[src/rtl/mem_port_arbiter.sv]
// mem_port_arbiter: shares the single memory port between fetch and data, one transaction outstanding.
// Define MEM_ARB_FAIR_EN to bound consecutive data grants while fetch is pending.
module mem_port_arbiter #(
   parameter int ADDR_W = 32,
   parameter int DATA_W = 32,
   parameter int STREAK_MAX = 4
) (
   input  logic              clk,
   input  logic              rst_n,
   input  logic              if_req,
   input  logic [ADDR_W-1:0] if_addr,
   output logic              if_gnt,
   output logic              if_rvalid,
   output logic [DATA_W-1:0] if_rdata,
   input  logic              d_req,
   input  logic              d_we,
   input  logic [DATA_W/8-1:0] d_be,
   input  logic [ADDR_W-1:0] d_addr,
   input  logic [DATA_W-1:0] d_wdata,
   output logic              d_gnt,
   output logic              d_rvalid,
   output logic [DATA_W-1:0] d_rdata,
   output logic              mem_req,
   output logic              mem_we,
   output logic [DATA_W/8-1:0] mem_be,
   output logic [ADDR_W-1:0] mem_addr,
   output logic [DATA_W-1:0] mem_wdata,
   input  logic              mem_gnt,
   input  logic              mem_rvalid,
   input  logic [DATA_W-1:0] mem_rdata,
   output logic              busy
);
   typedef enum logic [1:0] {IDLE, ADDR, WAIT} state_t;
   state_t state, state_n;
   logic owner, owner_n;
   logic fair_turn, any_req, pick_d, sel_d, accept, rsp;
   assign any_req = if_req | d_req;
   assign pick_d = d_req & ~(if_req & fair_turn);
   // once past IDLE the locked owner drives the port regardless of the other requester
   assign sel_d = (state == IDLE) ? pick_d : owner;
   assign mem_req = rst_n & ((state == IDLE) ? any_req : (state == ADDR));
   assign accept = mem_req & mem_gnt;
   assign if_gnt = accept & ~sel_d;
   assign d_gnt = accept & sel_d;
   assign mem_we = rst_n & sel_d & d_we;
   assign mem_be = !rst_n ? '0 : sel_d ? d_be : '1;
   assign mem_addr = !rst_n ? '0 : sel_d ? d_addr : if_addr;
   assign mem_wdata = (rst_n & sel_d) ? d_wdata : '0;
   assign rsp = rst_n & (state == WAIT) & mem_rvalid;
   assign if_rvalid = rsp & ~owner;
   assign d_rvalid = rsp & owner;
   assign if_rdata = if_rvalid ? mem_rdata : '0;
   assign d_rdata = d_rvalid ? mem_rdata : '0;
   assign busy = rst_n & (state != IDLE);
   always_comb begin
      state_n = state;
      owner_n = owner;
      if (state == IDLE && any_req) begin
         state_n = mem_gnt ? WAIT : ADDR;
         owner_n = pick_d;
      end else if (state == ADDR && mem_gnt) state_n = WAIT;
      else if (state == WAIT && mem_rvalid) state_n = IDLE;
   end
   always_ff @(posedge clk or negedge rst_n)
      if (!rst_n) begin
         state <= IDLE;
         owner <= 1'b0;
      end else begin
         state <= state_n;
         owner <= owner_n;
      end
`ifdef MEM_ARB_FAIR_EN
   localparam int SW = $clog2(STREAK_MAX + 1);
   localparam logic [SW-1:0] SMAX = SW'(STREAK_MAX);
   logic [SW-1:0] streak;
   assign fair_turn = streak == SMAX;
   always_ff @(posedge clk or negedge rst_n)
      if (!rst_n) streak <= '0;
      else if (if_gnt || (state == IDLE && !if_req)) streak <= '0;
      else if (d_gnt && if_req && streak != SMAX) streak <= streak + SW'(1);
`else
   assign fair_turn = STREAK_MAX < 0;
`endif
endmodule

[config.mk]
export PLATFORM = sky130hd
export DESIGN_NAME = mem_port_arbiter
export DESIGN_NICKNAME = d
export VERILOG_FILES = /design/src/rtl/mem_port_arbiter.sv
export SDC_FILE = /design/constraint.sdc
export NUM_CORES = 1
export LEC_CHECK = 0
export CAP_MARGIN = 10
export CORE_AREA = 2 2 107 109
export DETAILED_ROUTE_END_ITERATION = 8
export DIE_AREA = 0 0 109 111
export SYNTH_ARGS = -nofsm -noshare
export SYNTH_HDL_FRONTEND = slang
export SYNTH_SLANG_ARGS = --single-unit
[constraint.sdc]
create_clock -name clk -period 2.9 [get_ports clk]
set_input_delay 0.58 -clock clk [delete_from_list [all_inputs] [get_ports clk]]
set_output_delay 0.58 -clock clk [all_outputs]
set_load 0.01 [all_outputs]
==> run summary, run 1 <==
Ys flop type: dfrtp_1
LEAKAGE: 2.72 nW
Ys Warns: 0
Share of layout cells above drive strength 1: 0.0488
Overflow after GRT: 0
Global-route wire length before repair: 13300 microns
P per Cell Area: 381 nW/um^2
Data arrival, critical path: 2.25 ns
CP startpoint: mem_rvalid
Final Hold Viols: 0
DP HPWL: 7720 microns
Hold WS: 0.391 ns
Sequential area share after synthesis: 0.0487
# clock sinks: 3
Vias in the first global route: 2554
Maxcap violations: 0
Clk_skew: 0.00215 ns
CP Capture Type: primary output
Initial antenna violation count: 0
Setup TNS: 0 ns
R2r worst-path depth: 4
Initial Util: 0.139
Die H: 111 microns
I/O Buffers: 277
Max-slew headroom: 0.807
Status: complete, no violations
Post-Synth XOR/XNOR Area: 0
Cells after synthesis: 244
Synth Area in Compound Gates: 0.0333
Syn Nets: 383
Antenna viol nets, final: 0
Crit path max fanout: 33
Crit share post-route: 0.977
Syn-to-layout area delta: 207%
DR iter-0 viols: 78
Final slew viol count: 0
Skew-Pair Late Insertion Delay: 0.22 ns
Post-synth EDFFs: 0
Die width: 109 microns
Residual DRC: 0
Clk pin slew, worst setup/hold paths: 0.03 ns
Routability-driven placement congestion ratio: 0.799
Via count: 2680
Cts hold-fix bufs: 0
Reg2Reg Setup Slack: 1.47 ns
Req. time, crit path: 2.32 ns
Num rows: 39
CTS buffer count: 3
Top Ports: 278
# H-tree levels: 1
Largest family of logic cells by synthesized area: simple AND/OR/NAND/NOR gates
Clock Tree Buf Depth: 2
CP Class: input pin to primary output
Routed WL per cell: 14.4 microns
Worst-margin pin slew: 0.283 ns
Vias per inst: 4.09
Peak supply drop: 0.183 mV
Largest net degree at the start of global routing: 59
Mux contribution to synthesized area: 0.227
CP Launch Type: input pin
Total GRT Usage: 0.138
Nets: 652
Die area: 12100 sq um
Diodes inserted: 0
Setup violations, final: 0
Avg Inst Size Synth: 6.31 sq um
Synth unique cells: 23
Unrepaired setup endpoints after global routing: true
Max Clk Rate: 353 MHz
Yosys reg bits: 3
CTS tree: built
CTS Root Cell: clkbuf_16
Simple-gate share of the synthesized area: 0.603
Core box area: 11100 sq um
Fin crit period: 2.83 ns
Worst min path class: input pin to asynchronous set/reset pin
Ys async rst share: 1.00
Post-Synth Adder-Cell Area: 0
Netlist Area Pre-Place: 1540 sq um
Reg-to-reg critical path startpoint: state[1]$_DFFE_PN0P_
Drt pass-1 iters: 4
DRT Wirelength: 9450 microns
==> sequential cells by signal, summed over array words and instances (netlist names) <==
name and cells:
owner 1, state 2
==> per-stage QoR <==
stage               total power, mW  area (sq um)   util  setup slack, ns  instances
CTS                            1.75          4550  0.411           0.0289        652
global placement               1.53          4480  0.405           -0.114        648
floorplan                     0.763          1540      -            0.876        244
finish                         1.80          4730  0.427           0.0664        655
global route                   1.92          4730  0.427         -0.00843        655
detailed placement             1.54          4480  0.405           -0.101        648
==> path summary, 6_finish.rpt <==
check	end
max reg2reg	owner$_DFFE_PN0P_
max	if_rdata[22]
min in group clk	owner$_DFFE_PN0P_
min	state[0]$_DFFE_PN0P_
min reg2reg	owner$_DFFE_PN0P_
max in group asynchronous	owner$_DFFE_PN0P_
==> synthesized netlist by cell type (2+ instances only) <==
cell type  count  area share
buf_6          2       0.015
buf_2          4       0.013
clkbuf_1      17       0.041
dfrtp_1        3       0.049
nor2b_1        2      0.0081
mux2i_1       32        0.21
inv_1          2      0.0049
nand2_1       64        0.16
and3_1        35        0.14
nor3b_1        2      0.0097
o21a_1         4       0.019
and4_1         2       0.011
and2_1        64        0.26
nor2_1         2      0.0049
==> final cells by class <==
cell class | instances | area (sq um)
clock buffers | 4 | 78.8
fillers | 1121 | 6350
inverters | 2 | 7.51
multi-input cells | 214 | 1360
flip-flops and latches | 3 | 76.3
well taps | 143 | 179
repair buffers | 289 | 3030
==> power breakdown <==
group          internal, mW  switching [mW]  leakage (nW)
combinational         0.877           0.600          2.65
clock                 0.181          0.0376        0.0382
sequential           0.0623          0.0449        0.0314
==> layout by cell type, fill, tap and decap left out <==
cell type,netlist,routed
clkdlybuf4s50_1,0,216
dlymetal6s2s_1,0,41
nand2_1,64,64
buf_12,0,4
o21a_1,4,4
and2_1,64,64
clkbuf_16,0,5
dfrtp_2,0,1
nor2b_1,2,1
dfrtp_1,3,2
mux2_4,1,1
nor3b_2,0,1
and4_4,0,2
nor2_1,2,2
and3_1,35,35
nor3_1,1,1
nor2b_4,0,1
buf_8,1,1
o21bai_1,1,1
mux2i_4,0,1
dlygate4sd2_1,0,19
inv_1,2,2
clkbuf_1,17,1
mux2i_1,32,31
o21ai_1,1,1
a2bb2oi_1,1,1
buf_4,1,5
mux2i_2,1,1
buf_2,4,1
nor2_4,1,1
nor3b_1,2,1
==> metal layers <==
| metal | wire length [microns] | part of all wire | GRT usage | up-vias |
|---|---|---|---|---|
| met5 | 0 | 0 | 0 | - |
| met4 | 132 | 0.014 | 0.0231 | 0 |
| met3 | 1140 | 0.12 | 0.0500 | 8 |
| met2 | 4930 | 0.52 | 0.268 | 152 |
| met1 | 3240 | 0.34 | 0.138 | 1192 |
| li1 | - | - | - | 1328 |
==> kinds of logic (layout without fill, tap and decap cells) <==
kind of cell           count (synthesis)  count (layout)
AND/OR/NAND/NOR                      173             173
multiplexers                          34              34
buffers and inverters                 27             295
AO/OA/AOI/OAI                          7               7
flip-flops                             3               3
==> critical path, stage by stage <==
cell             delay, ns
clkdlybuf4s50_1       0.46
nor2b_4               0.15
and4_4                0.23
buf_12                0.15
and2_1                0.14
clkdlybuf4s50_1       0.53
==> repair_timing <==
action / in CTS / in global routing
hold endpoints to repair: 0 / 0
pin swaps: 2 / 1
gates cloned: 0 / 2
gates resized for setup: 22 / 47
setup endpoints to repair: 47 / 70
setup buffers: 0 / 1
Note: power is estimated with default switching activity, not from simulation.
==> inputs of run 2 (changes only) <==
- SETUP_SLACK_MARGIN: not set -> 0.02
==> run summary, run 2 (synthesized netlist as in run 1, its figures left out) <==
Vias in the first global route: 2579
Final cell count without fillers: 658
DP HPWL: 7720 microns
Final Hold Viols: 0
CTS buffer count: 3
Fin crit period: 2.85 ns
Maxcap violations: 0
Data arrival, critical path: 2.27 ns
Family with the most delay on the worst path: buffers and inverters
Overflow after GRT: 0
Diodes inserted: 0
Drt pass-1 iters: 4
Antenna viol nets, final: 0
Max reg flops: 2
Max Clk Rate: 351 MHz
Crit path depth: 5
Status: complete, no violations
Sum of buffers and inverters on the critical path: 2
CTS Root Cell: clkbuf_16
Die area: 12100 sq um
Placed Cells: 648
R2r worst-path depth: 4
Crit path max fanout: 12
Power Total: 1.89 mW
Global-route wire length before repair: 13600 microns
# H-tree levels: 1
Nets: 655
Routability-driven placement congestion ratio: 0.799
Register bank with the most flops: state
Share of layout cells above drive strength 1: 0.0544
Skew-Pair Late Insertion Delay: 0.22 ns
Unrepaired setup endpoints after global routing: true
CP Capture Point: mem_addr[2]
Setup violations, final: 0
Largest stage delay on the critical path: 0.55 ns
Reg-to-reg critical path startpoint: state[1]$_DFFE_PN0P_
Routed WL per cell: 14.8 microns
Crit share post-route: 0.983
Slowest CP cell: clkdlybuf4s50_1
CP startpoint: state[1]$_DFFE_PN0P_
R2r endpoint: owner$_DFFE_PN0P_
Residual DRC: 0
Crit-path cells: nor2_4, mux2i_4, bufbuf_16, mux2i_1, clkdlybuf4s50_1
Req. time, crit path: 2.32 ns
Vias per inst: 4.12
Hold WS: 0.402 ns
Via count: 2709
Clock Tree Buf Depth: 2
Most common cell after layout, fill and taps aside: clkdlybuf4s50_1
Top Ports: 278
CP Launch Type: flip-flop
Reg2Reg Setup Slack: 1.42 ns
Setup TNS: 0 ns
DR iter-0 viols: 67
Cts hold-fix bufs: 0
Commonest non-fill, non-tap cells in the layout: 210 x clkdlybuf4s50_1, 64 x and2_1, 64 x nand2_1
Worst min path class: input pin to asynchronous set/reset pin
I/O Buffers: 277
Number of fill cells in the layout: 1097
LEAKAGE: 2.97 nW
Clk pin slew, worst setup/hold paths: 0.03 ns
Total GRT Usage: 0.141
Core box area: 11100 sq um
Largest regs: state: 2 flops, owner: 1 flops
Die width: 109 microns
Syn-to-layout area delta: 215%
CP Class: flip-flop to primary output
Largest net degree at the start of global routing: 59
P per Cell Area: 389 nW/um^2
Clk_skew: 0.00202 ns
Die H: 111 microns
Final slew viol count: 0
Initial Util: 0.139
Max-slew headroom: 0.800
Fin util: 0.438
CTS tree: built
Initial antenna violation count: 0
Peak supply drop: 0.228 mV
Worst-margin pin slew: 0.297 ns
Num rows: 39
# clock sinks: 3
DRT Wirelength: 9730 microns
CP Capture Type: primary output
run 2: cell count changes in the layout (fill, tap and decap cells not counted), sizes merged:
cell,change
buf,+1
clkdlybuf4s50,-6
dlymetal6s2s,+16
dlygate4sd2,-10
bufbuf,+2
run 2: per-stage QoR:
step | worst slack (ns) | cell area, sq um
after global placement | -0.114 | 4480
after floorplan | 0.876 | 1540
final | 0.0491 | 4850
after global routing | -0.0519 | 4850
after CTS | 0.0292 | 4640
after detailed placement | -0.101 | 4480
run 2: cell type report:
class | count | area, sq um | area share
timing repair buffer | 292 | 3150 | 0.649
clock buffer | 4 | 78.8 | 0.0163
sequential | 3 | 76.3 | 0.0157
multi-input combinational | 214 | 1360 | 0.280
tap | 143 | 179 | 0.0369
inverter | 2 | 7.51 | 0.00155
run 2: routing by layer:
metal / routed length (microns) / global-route usage / up-vias
li1: - / - / 1336
met1: 3310 / 0.143 / 1213
met2: 5120 / 0.273 / 154
met3: 1180 / 0.0494 / 6
met4: 124 / 0.0231 / 0
met5: 0 / 0 / -
run 2: worst reg2reg max path: stages, from the launching register on:
cell	delay [ns]
dfrtp_2	0.46
nor2_4	0.17
mux2i_4	0.33
buf_4	0.28
o21ai_1	0.11
run 2: worst min-delay path by stage:
stage / from / end / slack [ns] / depth (start not counted)
global route: rst_n / state[0]$_DFFE_PN0P_ / 0.43 / 2
floorplan: rst_n / owner$_DFFE_PN0P_ / 0.28 / 0
global placement: rst_n / state[0]$_DFFE_PN0P_ / 0.63 / 2
CTS: rst_n / state[0]$_DFFE_PN0P_ / 0.41 / 2
detailed placement: owner$_DFFE_PN0P_ / owner$_DFFE_PN0P_ / 0.63 / 2
finish: rst_n / state[0]$_DFFE_PN0P_ / 0.40 / 2
run 2: repair_timing:
action                     CTS  global route
setup buffers                1             1
cloned                       2             2
pin swaps                    3             0
setup endpoints to repair   98            81
resized for setup           13            60
run 2: power breakdown:
part           total, mW  leakage, nW  switching [mW]  internal [mW]
sequential         0.108       0.0314          0.0457         0.0622
clock              0.219       0.0382          0.0378          0.181
combinational       1.56         2.90           0.602          0.956
